File: src/rtl/spi_att_pkg.sv
// Shared types and constants for the SPI attenuator data path.
`default_nettype none

package spi_att_pkg;

  typedef enum logic [2:0] {
    ST_IDLE      = 3'd0,
    ST_LATCH     = 3'd1,
    ST_START     = 3'd2,
    ST_WAIT_BUSY = 3'd3,
    ST_WAIT_DONE = 3'd4
  } state_t;

  localparam int                      DEF_N_DEV        = 8;
  localparam int                      DEF_ATT_BITS     = 6;
  localparam logic [DEF_ATT_BITS-1:0] DEF_INIT_CODE    = 6'h3F;
  localparam int                      DEF_BUSY_TIMEOUT = 1024;

  // Width of the frame handed to the SPI controller.
  function automatic int n_bits(input int n_dev, input int att_bits);
    return n_dev * att_bits;
  endfunction

  // LSB of device k; device 0 sits in the MSBs so it is shifted first.
  function automatic int dev_lsb(input int k, input int n_dev, input int att_bits);
    return (n_dev - 1 - k) * att_bits;
  endfunction

endpackage

`default_nettype wire

File: src/rtl/att_refresh_timer.sv
// Free-running counter producing a one-cycle tick every PERIOD cycles; PERIOD = 0 disables the tick.
`default_nettype none

module att_refresh_timer #(
  parameter int PERIOD = 0
) (
  input  logic clk,
  input  logic rst_n,
  output logic tick
);

  localparam int CW = (PERIOD > 1) ? $clog2(PERIOD) : 1;

  logic [CW-1:0] cnt;
  logic          wrap;

  assign wrap = (cnt == CW'(PERIOD - 1));
  assign tick = (PERIOD != 0) && wrap;

  always_ff @(posedge clk or negedge rst_n) begin
    if (!rst_n) begin
      cnt <= '0;
    end else if (wrap) begin
      cnt <= '0;
    end else begin
      cnt <= cnt + CW'(1);
    end
  end

endmodule

`default_nettype wire

File: src/rtl/level_sync.sv
// Two-flop level synchroniser with asynchronous clear.
`default_nettype none

module level_sync #(
  parameter int               WIDTH     = 1,
  parameter logic [WIDTH-1:0] RESET_VAL = '0
) (
  input  logic             clk,
  input  logic             rst_n,
  input  logic [WIDTH-1:0] d,
  output logic [WIDTH-1:0] q
);

  logic [WIDTH-1:0] meta;

  always_ff @(posedge clk or negedge rst_n) begin
    if (!rst_n) begin
      meta <= RESET_VAL;
      q    <= RESET_VAL;
    end else begin
      meta <= d;
      q    <= meta;
    end
  end

endmodule

`default_nettype wire

File: src/rtl/spi_att_data_gen.sv
// Shadow bank of attenuator codes; commits them into a stable packed frame and
// sequences the SPI engine through start / busy with timeout reporting.
`default_nettype none

module spi_att_data_gen
  import spi_att_pkg::*;
#(
  parameter int                  N_DEV          = DEF_N_DEV,
  parameter int                  ATT_BITS       = DEF_ATT_BITS,
  parameter int                  ADDR_BITS      = 5,
  parameter logic [ATT_BITS-1:0] INIT_CODE      = DEF_INIT_CODE,
  parameter bit                  INVERT         = 1'b0,
  parameter int                  REFRESH_PERIOD = 0,
  parameter int                  BUSY_TIMEOUT   = DEF_BUSY_TIMEOUT
) (
  input  logic                      clk,
  input  logic                      reset_n,
  input  logic                      wr_en,
  input  logic [ADDR_BITS-1:0]      wr_addr,
  input  logic [ATT_BITS-1:0]       wr_data,
  input  logic                      force_req,
  input  logic [ADDR_BITS-1:0]      rd_addr,
  output logic [ATT_BITS-1:0]       rd_data,
  input  logic                      spi_busy,
  output logic                      spi_start,
  output logic [N_DEV*ATT_BITS-1:0] DATA,
  output logic                      pending,
  output logic                      err,
  output logic [15:0]               update_cnt
);

  localparam int NB = n_bits(N_DEV, ATT_BITS);
  localparam int TW = (BUSY_TIMEOUT > 1) ? $clog2(BUSY_TIMEOUT) : 1;

  logic                rst_n;
  logic                refresh_tick;
  logic [ATT_BITS-1:0] shadow [N_DEV];
  logic [NB-1:0]       shadow_packed;
  logic [NB-1:0]       active;
  logic [ATT_BITS-1:0] rd_next;
  logic                dirty;
  logic                refresh_due;
  logic                force_due;
  logic                wr_hit;
  logic [TW-1:0]       tmo_cnt;
  state_t              state;
  state_t              state_nxt;
  logic                latch_en;
  logic                start_pulse;
  logic                timeout_hit;
  logic                frame_done;

  // Reset asserts asynchronously but is released in step with clk.
  level_sync #(
    .WIDTH     (1),
    .RESET_VAL (1'b0)
  ) u_rst_sync (
    .clk   (clk),
    .rst_n (reset_n),
    .d     (1'b1),
    .q     (rst_n)
  );

  att_refresh_timer #(
    .PERIOD (REFRESH_PERIOD)
  ) u_refresh (
    .clk   (clk),
    .rst_n (rst_n),
    .tick  (refresh_tick)
  );

  assign wr_hit  = wr_en && ({1'b0, wr_addr} < (ADDR_BITS + 1)'(N_DEV));
  assign pending = dirty | refresh_due | force_due;

  for (genvar k = 0; k < N_DEV; k++) begin : g_pack
    localparam int LSB = dev_lsb(k, N_DEV, ATT_BITS);
    assign shadow_packed[LSB +: ATT_BITS] = shadow[k];
  end

  always_ff @(posedge clk or negedge rst_n) begin
    if (!rst_n) begin
      for (int k = 0; k < N_DEV; k++) shadow[k] <= INIT_CODE;
    end else if (wr_hit) begin
      for (int k = 0; k < N_DEV; k++) begin
        if (wr_addr == ADDR_BITS'(k)) shadow[k] <= wr_data;
      end
    end
  end

  always_comb begin
    rd_next = '0;
    for (int k = 0; k < N_DEV; k++) begin
      if (rd_addr == ADDR_BITS'(k)) rd_next = shadow[k];
    end
  end

  // A request arriving in the LATCH cycle outranks the clear so it is not lost.
  always_ff @(posedge clk or negedge rst_n) begin
    if (!rst_n) begin
      dirty       <= 1'b1;
      refresh_due <= 1'b0;
      force_due   <= 1'b0;
    end else begin
      if (wr_hit || timeout_hit) dirty <= 1'b1;
      else if (latch_en)         dirty <= 1'b0;

      if (refresh_tick)  refresh_due <= 1'b1;
      else if (latch_en) refresh_due <= 1'b0;

      if (force_req)     force_due <= 1'b1;
      else if (latch_en) force_due <= 1'b0;
    end
  end

  always_ff @(posedge clk or negedge rst_n) begin
    if (!rst_n) begin
      state <= ST_IDLE;
    end else begin
      state <= state_nxt;
    end
  end

  always_comb begin
    state_nxt   = state;
    latch_en    = 1'b0;
    start_pulse = 1'b0;
    timeout_hit = 1'b0;
    frame_done  = 1'b0;
    case (state)
      ST_IDLE: begin
        if (pending) state_nxt = ST_LATCH;
      end
      ST_LATCH: begin
        latch_en  = 1'b1;
        state_nxt = ST_START;
      end
      ST_START: begin
        start_pulse = 1'b1;
        state_nxt   = ST_WAIT_BUSY;
      end
      ST_WAIT_BUSY: begin
        if (spi_busy) begin
          state_nxt = ST_WAIT_DONE;
        end else if (tmo_cnt == TW'(BUSY_TIMEOUT - 1)) begin
          timeout_hit = 1'b1;
          state_nxt   = ST_IDLE;
        end
      end
      ST_WAIT_DONE: begin
        if (!spi_busy) begin
          frame_done = 1'b1;
          state_nxt  = ST_IDLE;
        end
      end
      default: state_nxt = ST_IDLE;
    endcase
  end

  assign spi_start = start_pulse;

  always_ff @(posedge clk or negedge rst_n) begin
    if (!rst_n) begin
      active     <= {N_DEV{INIT_CODE}};
      tmo_cnt    <= '0;
      err        <= 1'b0;
      update_cnt <= '0;
      rd_data    <= '0;
    end else begin
      rd_data <= rd_next;
      if (latch_en) active <= shadow_packed;
      if (start_pulse)                 tmo_cnt <= '0;
      else if (state == ST_WAIT_BUSY)  tmo_cnt <= tmo_cnt + TW'(1);
      if (timeout_hit) err <= 1'b1;
      if (frame_done)  update_cnt <= update_cnt + 16'd1;
    end
  end

  assign DATA = INVERT ? ~active : active;

endmodule

`default_nettype wire

File: config.mk
export PLATFORM = sky130hd
export DESIGN_NAME = spi_att_data_gen
export DESIGN_NICKNAME = d
export VERILOG_FILES = /design/src/rtl/spi_att_pkg.sv /design/src/rtl/att_refresh_timer.sv /design/src/rtl/level_sync.sv /design/src/rtl/spi_att_data_gen.sv
export SDC_FILE = /design/constraint.sdc
export NUM_CORES = 1
export LEC_CHECK = 0
export ABC_AREA = 1
export CORE_MARGIN = 8
export CORE_UTILIZATION = 58
export DETAILED_ROUTE_END_ITERATION = 7
export MAX_ROUTING_LAYER = met4
export PLACE_DENSITY = 0.85
export SYNTH_ARGS = -nofsm -noshare
export SYNTH_HDL_FRONTEND = slang
export SYNTH_SLANG_ARGS = --single-unit
File: constraint.sdc
create_clock -name clk -period 6.9 [get_ports clk]
set_input_delay 1.38 -clock clk [delete_from_list [all_inputs] [get_ports clk]]
set_output_delay 1.38 -clock clk [all_outputs]
set_load 0.05 [all_outputs]
[After elaboration in Yosys (flattened, before gate mapping)]
Index checks and enable logic that the tools add are counted.
Operators by class
  $add $sub $neg: 2
  order comparisons: 1
  eq/ne operators: 22
  multiplexer cells: 25
  bitwise gates (word level): 1
  reductions and logical operators: 17
Operators by type and width (number)
  6-bit two-way mux: 8
  5-bit by 3-bit == test with 1-bit output (second input constant): 8
  5-bit by 2-bit == test with 1-bit output (second input constant): 4
  10-bit two-way mux: 2
  16-bit by 1-bit adder with 16-bit output (second input constant): 1
  2-bit AND reduction: 8
  3-bit one-hot mux with 5 select lines: 1
  3-bit two-way mux: 4
  10-bit by 1-bit adder with 10-bit output (second input constant): 1
  10-bit == test (second input constant): 1
  5-bit by 1-bit == test with 1-bit output (second input constant): 2
  5-bit zero test: 2
  1-bit two-way mux: 10
  3-bit by 2-bit == test with 1-bit output (second input constant): 2
  2-bit nonzero test: 3
  5-bit by 4-bit less-than comparator with 1-bit output (second input constant): 1
  2-bit inequality test (second input constant): 2
  3-bit by 1-bit == test with 1-bit output (second input constant): 1
  3-bit == test (second input constant): 1
  3-bit zero test: 1
  3-bit inequality test (second input constant): 1
  3-bit AND reduction: 1
  1-bit logical AND: 1
  1-bit logical OR: 1
  1-bit bitwise OR: 1
Storage, ports and cells
  register bits: 136
  input port bits: 21
  output and inout bits: 73
  word-level logic and storage cells: 86

[Depth between registers and ports, before layout]
Gate-level depths: netlist (run 1).
  depth after elaboration: 9
  depth in mapped cells: 8
  depth with buffers taken out: 8

[Hierarchy]
A second synthesis (run 1) with hierarchy kept.
Second synthesis, totals
  cells, all modules: 692
  area total of the unflattened synthesis: 5984.5 um^2
Modules (own cells, without submodules)
  spi_att_data_gen: instances 1, cells an instance 688, area each 5923.2 um^2
  level_sync: instances 1, cells an instance 2, area each 50.0 um^2
  att_refresh_timer: instances 1, cells an instance 2, area each 11.3 um^2

[Least setup slack after synthesis (run 1)]
OpenSTA, ideal clock, no wires.
  path kind: register to output
  start point: register state[2]
  end point: output port spi_start
  data arrival time: 1304 ps
  data required time: 5520 ps
  setup slack: 4216 ps
  cell stages (with the launch flop): 4
  cells stage by stage: dfrtp_1 nor2_1 inv_1 nor2_1
Between the ends
  cells in the longest elaborated chain, start to end: 2
Ends and longest elaborated chain
  start, declared: line spi_att_data_gen.sv:46  | state_t state;
  start signal, assigned: line spi_att_data_gen.sv:119  | state <= state_nxt;
  3-bit by 2-bit == test with 1-bit output: line spi_att_data_gen.sv:129  | case (state)
  1-bit two-way mux: line spi_att_data_gen.sv:129
  end, declared: line spi_att_data_gen.sv:25  | output logic spi_start,
No other way between the ends.

[Worst setup path after layout (run 1)]
Ends and elaborated chain as after synthesis.

==> metrics.md, run 1 <==
| Metric | Value |
|---|---|
| Place WS | `~3700 ps` |
| Final min period | `3631 ps` |
| Initial Util | `58.61%` |
| Worst-path clk slew | `around 60 ps` |
| Leading area contributor after synthesis | `dfstp_2` |
| Final period util | `~53%` |
| Vias | `~5,000` |
| Yosys top cell area share | `between 40% and 50%` |
| Main flop type after synthesis | `dfstp_2` |
| Ranking of synthesized cells by area | `dfstp_2 (43%), nand2_1 (18%), dfrtp_1 (16%)` |
| PortBufs | `just over 90` |
| Via density | `between 5 and 6` |
| Outcome | `finished clean` |
| Max-slew violation count | `0` |
| Post-CTS Setup Bufs | `0` |
| Post-synthesis cell type count | `29` |
| Initial antenna violation count | `0` |
| Largest net degree at the start of global routing | `75` |
| RSZ-0062 raised after global routing | `no` |
| Post-CTS Hold Fix Bufs | `0` |
| Yosys warns | `0` |
| Critical Path AT | `~2300 ps` |
| First-pass GRT wire length | `around 24 mm` |
| Clock Sinks | `136` |
| Startpoint Class | `register` |
| Syn Area/Cell | `8.674 µm²` |
| Hold Crit Start | `u_rst_sync.meta` |
| Slew @ Worst Pin | `886.5 ps` |
| Final TNS setup | `0 ps` |
| Mapped Area | `~0.0059 mm²` |
| Total CTS buffers | `17` |
| WL final | `14.96 mm` |
| Seq/Total Area, Yosys | `between 50 and 60%` |
| Achievable frequency | `between 200 and 300 MHz` |
| Hold Crit Class | `reg2reg` |
| CTS root buf | `clkbuf_8` |
| IO Pins | `between 90 and 100` |
| Crit path required time | `roughly 5500 ps` |
| Worst r2r src | `state[2]` |
| Crit. Startpoint | `state[2]` |
| Pwr Density | `between 400 and 500 mW/mm²` |
| Initial DRC Count | `between 400 and 500` |
| DP HPWL | `between 10 and 15 mm` |
| Worst Setup Slack, final | `between 3000 and 4000 ps` |
| PostCTS Resize Cnt | `0` |
| Critical path class | `reg2out` |
| Normalized max-slew margin | `between 40% and 50%` |
| Core Footprint | `just over 0.01 mm²` |
| Maximum VDD drop | `just over 300 µV` |
| # diodes | `0` |
| Vias in the first global route | `just over 5,000` |
| Nature of the critical path endpoint | `primary output` |
| Top-count cell post-synth | `nand2_1` |
| Post-Synthesis Cells | `around 690` |
| Share of cells above drive strength 1 | `approximately 17%` |
| CTS tree | `done` |
| Setup Viol. Count Final | `0` |
| Area grow syn2layout | `27.08%` |
| Leakage | `~0.0034 µW` |
| Die ar. | `roughly 0.014 mm²` |
| 1st-pass router iterations | `7` |
| Placer Congestion | `between 1 and 1.5` |
| FF+latch count, synth | `around 140` |
| Post-synth top cells | `nand2_1 (282), dfstp_2 (97), inv_1 (42)` |
| Die Ht | `117.2 µm` |
| Finished Cell Area | `roughly 0.0076 mm²` |
| Worst skew pair latency | `between 500 and 600 ps` |
| Finished Core Util | `about three quarters` |
| Row count | `37` |
| Post-Syn Nets | `between 700 and 800` |
| Gr usage total | `between 20% and 30%` |
| Nets | `801` |
| Grt total ovfl | `0` |
| Dpl cell area | `0.006985 mm²` |
| Ys async rst share | `100.0%` |
| Clock Skew | `7.906 ps` |
| CTS Buffer Depth | `2` |
| Post-route DRC | `0` |
| Critical path peak fanout | `6` |
| # Max-Cap Violations | `0` |
| Htree depth | `4` |
| Number of synthesized flops with an enable pin | `0` |
| Antenna viol nets, final | `0` |
| WL/cell | `16.16 µm` |
| Die W | `~120 µm` |
| Hold Fails Final Rpt | `0` |
area by class of cell:
| type | instances | area, µm² |
|---|---|---|
| Tap cell | 136 | 170.2 |
| Fill cell | 719 | 2587 |
| Clock inverter | 2 | 35.03 |
| Sequential cell | 136 | 3528 |
| Inverter | 45 | 168.9 |
| Multi-Input combinational cell | 483 | 2172 |
| Clock buffer | 29 | 530.5 |
| Timing Repair Buffer | 95 | 945.9 |
sequential cells by signal, indices dropped and copies added (netlist names), 3 cells and up:
signal / count
shadow: 48
tmo_cnt: 10
DATA: 48
update_cnt: 16
state: 3
rd_data: 6
routing by layer:
| metal | vias up | GRT usage (%) | wire (µm) |
|---|---|---|---|
| met1 | 2404 | 27.59 | 6239 |
| met3 | 29 | 7.286 | 1113 |
| li1 | 2397 | - | - |
| met5 | - | - | 0 |
| met2 | 191 | 38.19 | 7237 |
| met4 | 0 | 10.15 | 374 |
final timing paths:
| check | end | slack, ps | cells after the start |
|---|---|---|---|
| worst max-delay path | spi_start | 3270 | 4 |
| max in group asynchronous | update_cnt[0] | 5140 | 1 |
| worst min register to register | u_rst_sync.q | 360 | 0 |
| worst min-delay path | u_rst_sync.q | 360 | 0 |
| min in group asynchronous | rd_data[4] | 420 | 0 |
| worst max register to register | force_due | 4890 | 4 |
critical path, cell delays in order (launching register included):
cell             delay (ps)
dfrtp_1                 480
nor2_1                  150
inv_1                    70
nor2_1                  170
clkdlybuf4s50_1         840
stage by stage:
stage	std cells	total power, µW	hold WS, ps
2_1_floorplan	685	2280	331.2
3_3_place_gp	895	2695	342.5
3_5_place_dp	895	2749	353.0
4_1_cts	926	3624	366.8
5_1_grt	926	3776	374.0
6_report	926	3599	364.2
logic make-up (layout without fill, tap and decap cells):
logic type | count (synthesis) | in the layout | synth area share, %
and+or+nand+nor | 389 | 389 | 27.00
xor gates and xnor gates | 13 | 13 | 1.916
DFF | 136 | 136 | 59.32
AOI/OAI and AO/OA | 78 | 78 | 7.054
buffers and inverters | 66 | 171 | 4.232
other | 1 | 1 | 0.06311
adders and majority gates | 2 | 2 | 0.4211
placed cells by master, fill, tap and decap left out, types with 2 or more instances in the layout:
master           netlist  final
clkdlybuf4s50_1        0     93
a21oi_1                3      3
dfrtp_1               39     38
xnor2_1                6      6
o21bai_1               7      7
clkbuf_1              18      6
nand4_1               25     25
nor2_1                38     38
nand3_1               26     26
inv_1                 42     42
o22ai_1                3      3
ha_1                   2      2
nor3_1                 9      9
o21ai_0               31     31
xor2_1                 7      7
nor2_4                 2      2
nor2_2                 2      2
nand2_2                2      2
inv_2                  3      3
buf_4                  0      2
o21ai_1               31     31
nand2_1              282    282
dfstp_2               97     97
clkbuf_16              0     17
clkbuf_8               0      6
power by group:
group	internal [µW]	leakage [µW]	switching [µW]	total, µW
Sequential	1160	0.00151	183	1350
Clock	546	0.000278	313	859
Combinational	418	0.00157	975	1390
Total	2130	0.00336	1470	3600
Note: power is estimated with default switching activity, not from simulation.
==> inputs of run 2 (changes only) <==
--- a/config.mk
+++ b/config.mk
@@ -7,10 +7,10 @@
 export LEC_CHECK = 0
 export ABC_AREA = 1
 export CORE_MARGIN = 8
-export CORE_UTILIZATION = 58
+export CORE_UTILIZATION = 54
 export DETAILED_ROUTE_END_ITERATION = 7
 export MAX_ROUTING_LAYER = met4
-export PLACE_DENSITY = 0.85
+export PLACE_DENSITY = 0.8
 export SYNTH_ARGS = -nofsm -noshare
 export SYNTH_HDL_FRONTEND = slang
 export SYNTH_SLANG_ARGS = --single-unit
==> constraint.sdc (replaced) <==
create_clock -name clk -period 3.5 [get_ports clk]
set_input_delay 0.7 -clock clk [delete_from_list [all_inputs] [get_ports clk]]
set_output_delay 0.7 -clock clk [all_outputs]
set_load 0.05 [all_outputs]
==> metrics.md, run 2 (synthesis results as in run 1) <==
| Metric | Value |
|---|---|
| Crit path required time | `2800 ps (-2720 ps)` |
| IO Pins | `94 (unchanged)` |
| Critical Path AT | `2260 ps (about the same)` |
| Top Usage Layer GRT | `met2` |
| Critical path peak fanout | `6 (unchanged)` |
| Row count | `38 (+2.7%)` |
| Largest net degree at the start of global routing | `80 (+6.7%)` |
| RSZ-0062 raised after global routing | `no` |
| Core Footprint | `0.01079 mm² (+6.5%)` |
| Die W | `120.9 µm (+3.1%)` |
| Max-slew violation count | `0 (unchanged)` |
| Gr usage total | `21.43% (-2.5 points)` |
| GRT met2 Usage | `33.78% (-4.4 points)` |
| Via density | `5.262 (-3.0%)` |
| Share of cells above drive strength 1 | `17.80% (+0.59 points)` |
| CTS root buf | `clkbuf_8` |
| Most common cell after layout, fill and taps aside | `nand2_1` |
| Critical path class | `reg2out` |
| Normalized max-slew margin | `46.08% (+5.2 points)` |
| Achievable frequency | `338.4 MHz` |
| Fillers | `844 (+17%)` |
| Setup Viol. Count Final | `0 (unchanged)` |
| WL final | `14.43 mm (-3.6%)` |
| CTS Buffer Depth | `2 (unchanged)` |
| Clock Skew | `6.988 ps (-0.9177 ps)` |
| Vias in the first global route | `5,001 (-0.89%)` |
| PostCTS Resize Cnt | `0 (unchanged)` |
| Initial Util | `55.05% (-3.6 points)` |
| Crit. Startpoint | `state[2]` |
| Post-route DRC | `0 (unchanged)` |
| Worst r2r src | `state[1]` |
| PortBufs | `93 (unchanged)` |
| Outcome | `finished clean` |
| Antenna viol nets, final | `0 (unchanged)` |
| Initial DRC Count | `279 (-39%)` |
| Vias | `4,904 (-2.3%)` |
| Total CTS buffers | `17 (unchanged)` |
| Initial antenna violation count | `0 (unchanged)` |
| Nature of the critical path endpoint | `primary output` |
| DP HPWL | `10.39 mm (-2.7%)` |
| Hold Fails Final Rpt | `0 (unchanged)` |
| Final TNS setup | `0 ps (unchanged)` |
| Hold Crit Class | `in2async` |
| Commonest non-fill, non-tap cells in the layout | `nand2_1 (282), dfstp_2 (97), clkdlybuf4s50_1 (93)` |
| Met3 Resource Use GR | `6.096% (-1.2 points)` |
| Leakage | `0.003379 µW (+0.48%)` |
| Clock Sinks | `136 (unchanged)` |
| Final min period | `2955 ps` |
| Die ar. | `0.01462 mm² (+6.4%)` |
| Post-CTS Setup Bufs | `0 (unchanged)` |
| # diodes | `0 (unchanged)` |
| Grt total ovfl | `0 (unchanged)` |
| Area grow syn2layout | `27.82%` |
| Die Ht | `120.9 µm (+3.1%)` |
| Met1 Use GR | `25.21% (-2.4 points)` |
| Worst skew pair latency | `520 ps (-20 ps)` |
| Placer Congestion | `0.8804 (-12%)` |
| Pwr Density | `935.7 mW/mm² (+96%)` |
| First-pass GRT wire length | `24.23 mm (-0.40%)` |
| 1st-pass router iterations | `4 (-3)` |
| CTS tree | `done` |
| Worst-path clk slew | `60 ps (about the same)` |
| Startpoint Class | `register` |
| # Max-Cap Violations | `0 (unchanged)` |
| Final period util | `84.43%` |
| Maximum VDD drop | `522.3 µV (+68%)` |
| WL/cell | `15.48 µm (-4.2%)` |
| Post-CTS Hold Fix Bufs | `0 (unchanged)` |
| Nets | `802 (+0.12%)` |
| Slew @ Worst Pin | `807.6 ps (-78.94 ps)` |
| Hold Worst Slack | `336.6 ps (-27.69 ps)` |
| Htree depth | `4 (unchanged)` |
==> run 2: changes by cell type in the layout (fill, tap and decap cells not counted) <==
cell        previous run  this run
clkinv_2               1         3
clkbuf_1               6         3
bufinv_16              1         2
clkinvlp_4             0         2
buf_12                 0         1
clkbuf_16             17        16
==> run 2: worst max-delay path, cell delays in order, from the launching register on <==
cell and delay [ps]:
dfrtp_1 480, nor2_1 150, inv_1 60, nor2_1 190, clkdlybuf4s50_1 850
==> run 2: metal layers <==
layer  up-vias  wire length [µm]
li1       2389                 -
met1      2352              6372
met2       137              6874
met3        26               856
met4         0               329
met5         -                 0
==> run 2: final timing paths <==
path                            endpoint  slack [ps]  cells past startpoint
max in group asynchronous     shadow[28]        2250                      1
min reg2reg                 u_rst_sync.q         350                      0
min in group clk            u_rst_sync.q         350                      0
max                            spi_start         540                      4
min                         u_rst_sync.q         340                      1
max reg2reg                update_cnt[8]        1900                      8
==> run 2: report_power, final <==
part / switching (µW) / internal [µW] / total [µW]
Clock: 636 / 1110 / 1740
Sequential: 358 / 2290 / 2650
Combinational: 1890 / 826 / 2710
Total: 2880 / 4230 / 7110
==> run 2: area by class of cell <==
cell class	instances	area (µm²)	share of cell area [%]
well taps	140	175.2	2.306
clock buffers	25	494.2	6.507
multi-input cells	483	2172	28.60
repair buffers	96	965.9	12.72
flip-flops and latches	136	3528	46.46
inverters	45	168.9	2.224
clock inverters	7	90.09	1.186
==> run 2: through the flow <==
stage	setup slack, ps	util [%]	instance area [µm²]	instances	total power (µW)
2_1_floorplan	1330	-	5943	685	4495
3_3_place_gp	1077	64.95	7010	900	5337
3_5_place_dp	1026	64.95	7010	900	5403
4_1_cts	522.6	70.37	7595	932	7175
5_1_grt	448.8	70.37	7595	932	7475
6_report	544.8	70.37	7595	932	7106
==> inputs of run 3 (changes only) <==
--- a/config.mk
+++ b/config.mk
@@ -7,10 +7,10 @@
 export LEC_CHECK = 0
 export ABC_AREA = 1
 export CORE_MARGIN = 8
-export CORE_UTILIZATION = 54
+export CORE_UTILIZATION = 48
 export DETAILED_ROUTE_END_ITERATION = 7
 export MAX_ROUTING_LAYER = met4
-export PLACE_DENSITY = 0.8
+export PLACE_DENSITY = 0.75
 export SYNTH_ARGS = -nofsm -noshare
 export SYNTH_HDL_FRONTEND = slang
 export SYNTH_SLANG_ARGS = --single-unit
==> constraint.sdc (replaced) <==
create_clock -name clk -period 2.5 [get_ports clk]
set_input_delay 0.5 -clock clk [delete_from_list [all_inputs] [get_ports clk]]
set_output_delay 0.5 -clock clk [all_outputs]
set_load 0.05 [all_outputs]
==> metrics.md, run 3 (synthesis results as in run 1) <==
| Metric | Value |
|---|---|
| Normalized max-slew margin | `44.62% (-1.5 points)` |
| IO Pins | `94 (unchanged)` |
| Clock Sinks | `136 (unchanged)` |
| Worst Setup Slack, final | `141.9 ps (-402.9 ps)` |
| Critical path cell sequence | `or2_2 -> clkdlybuf4s50_1` |
| Core Footprint | `0.01206 mm² (+12%)` |
| Post-route DRC | `0 (unchanged)` |
| RSZ-0062 raised after global routing | `no` |
| Place WS | `305.7 ps (-720.6 ps)` |
| Slew @ Worst Pin | `829.5 ps (+21.94 ps)` |
| Buffers and inverters on the worst path | `1 (-1)` |
| PortBufs | `93 (unchanged)` |
| WL/cell | `15.57 µm (+0.56%)` |
| Placer Congestion | `0.9161 (+4.1%)` |
| Pwr Density | `1312 mW/mm² (+40%)` |
| Largest net degree at the start of global routing | `78 (-2.5%)` |
| Htree depth | `4 (unchanged)` |
| Achievable frequency | `about 420 MHz` |
| Area grow syn2layout | `29.10%` |
| Crit. Startpoint | `dirty` |
| Setup Viol. Count Final | `0 (unchanged)` |
| Row count | `40 (+5.3%)` |
| Startpoint Class | `register` |
| Grt total ovfl | `0 (unchanged)` |
| Critical path class | `reg2out` |
| Post-CTS Setup Bufs | `0 (unchanged)` |
| 1st-pass router iterations | `5 (+1)` |
| Worst r2r src | `state[2]` |
| # Max-Cap Violations | `0 (unchanged)` |
| Worst skew pair latency | `420 ps (-100 ps)` |
| Final min period | `2358 ps` |
| First-pass GRT wire length | `25.47 mm (+5.2%)` |
| CTS Buffer Depth | `2 (unchanged)` |
| Initial DRC Count | `504 (+81%)` |
| PostCTS Resize Cnt | `0 (unchanged)` |
| Critical Path AT | `1860 ps (-400 ps)` |
| Vias in the first global route | `5,121 (+2.4%)` |
| Total CTS buffers | `17 (unchanged)` |
| Critical-path top delay cell | `clkdlybuf4s50_1` |
| CP max stage delay | `800 ps (-50 ps)` |
| Fillers | `1,036 (+23%)` |
| Leakage | `0.003411 µW (+0.95%)` |
| Outcome | `finished clean` |
| Clock Skew | `7.595 ps (+0.6068 ps)` |
| Worst-path clk slew | `60 ps (about the same)` |
| Post-CTS Hold Fix Bufs | `0 (unchanged)` |
| Crit path required time | `2000 ps (-800 ps)` |
| Nature of the critical path endpoint | `primary output` |
| Max-slew violation count | `0 (unchanged)` |
| DP HPWL | `11.02 mm (+6.1%)` |
| Initial Util | `49.26% (-5.8 points)` |
| Vias | `4,980 (+1.5%)` |
| Antenna viol nets, final | `0 (unchanged)` |
| Die W | `127.3 µm (+5.3%)` |
| Gr usage total | `20.35% (-1.1 points)` |
| # diodes | `0 (unchanged)` |
| Most common cell after layout, fill and taps aside | `nand2_1` |
| Critical path peak fanout | `2 (-4)` |
| Share of cells above drive strength 1 | `18.19% (+0.39 points)` |
| Final period util | `94.32%` |
| Maximum VDD drop | `880.0 µV (+68%)` |
| CTS root buf | `clkbuf_16` |
| Final TNS setup | `0 ps (unchanged)` |
| Die ar. | `0.01620 mm² (+11%)` |
| CTS tree | `done` |
| Hold Fails Final Rpt | `0 (unchanged)` |
| Via density | `5.161 (-1.9%)` |
| Die Ht | `127.3 µm (+5.3%)` |
| WL final | `15.03 mm (+4.1%)` |
| Critical path's top delay family | `buffers and inverters` |
| Initial antenna violation count | `0 (unchanged)` |
| Nets | `807 (+0.62%)` |
| Hold Crit Class | `in2async` |
| Commonest non-fill, non-tap cells in the layout | `nand2_1 (282), dfstp_2 (97), clkdlybuf4s50_1 (92)` |
==> run 3: cell count changes in the layout (fill, tap and decap cells not counted), sizes merged <==
cell / previous run / this run
clkbuf: 25 / 24
clkinvlp: 2 / 1
clkdlybuf4s50: 93 / 92
buf: 3 / 9
bufinv: 2 / 3
inv: 45 / 46
==> run 3: metrics by stage <==
stage	power (µW)	area [µm²]	cells	hold WS [ps]	util, %
4_1_cts	10150	7671	965	231.4	63.60
6_report	10060	7671	965	248.0	63.60
3_3_place_gp	7498	7081	933	337.2	58.70
5_1_grt	10570	7671	965	244.0	63.60
2_1_floorplan	6293	5943	685	204.4	-
3_5_place_dp	7611	7081	933	349.2	58.70
==> run 3: final timing paths <==
kind,end,slack [ps],cells after the start
max in group asynchronous,update_cnt[1],1560,1
hold reg to reg,u_rst_sync.q,360,0
hold / removal,u_rst_sync.q,250,1
min in group clk,u_rst_sync.q,360,0
setup reg to reg,tmo_cnt[7],860,5
setup / recovery,pending,140,2
==> run 3: final cells by class <==
| class | count | area, µm² | area share, % |
|---|---|---|---|
| clock buffers | 24 | 471.7 | 6.149 |
| clock inverters | 8 | 118.9 | 1.550 |
| inverters | 45 | 168.9 | 2.202 |
| multi-input cells | 483 | 2172 | 28.32 |
| flip-flops and latches | 136 | 3528 | 46.00 |
| well taps | 168 | 210.2 | 2.740 |
| repair buffers | 101 | 1001 | 13.05 |
==> run 3: per-layer routing <==
metal	track usage [%]	part of all wire (%)	vias up
li1	-	-	2398
met1	24.55	44	2384
met2	32.16	48	172
met3	4.992	6.3	26
met4	8.607	1.9	0
met5	-	0	-
==> run 3: where the power goes <==
group          switching [µW]  leakage [µW]  internal (µW)  total (µW)
sequential                501       0.00151           3220        3720
clock                     887      0.000289           1620        2500
combinational            2680       0.00161           1160        3840
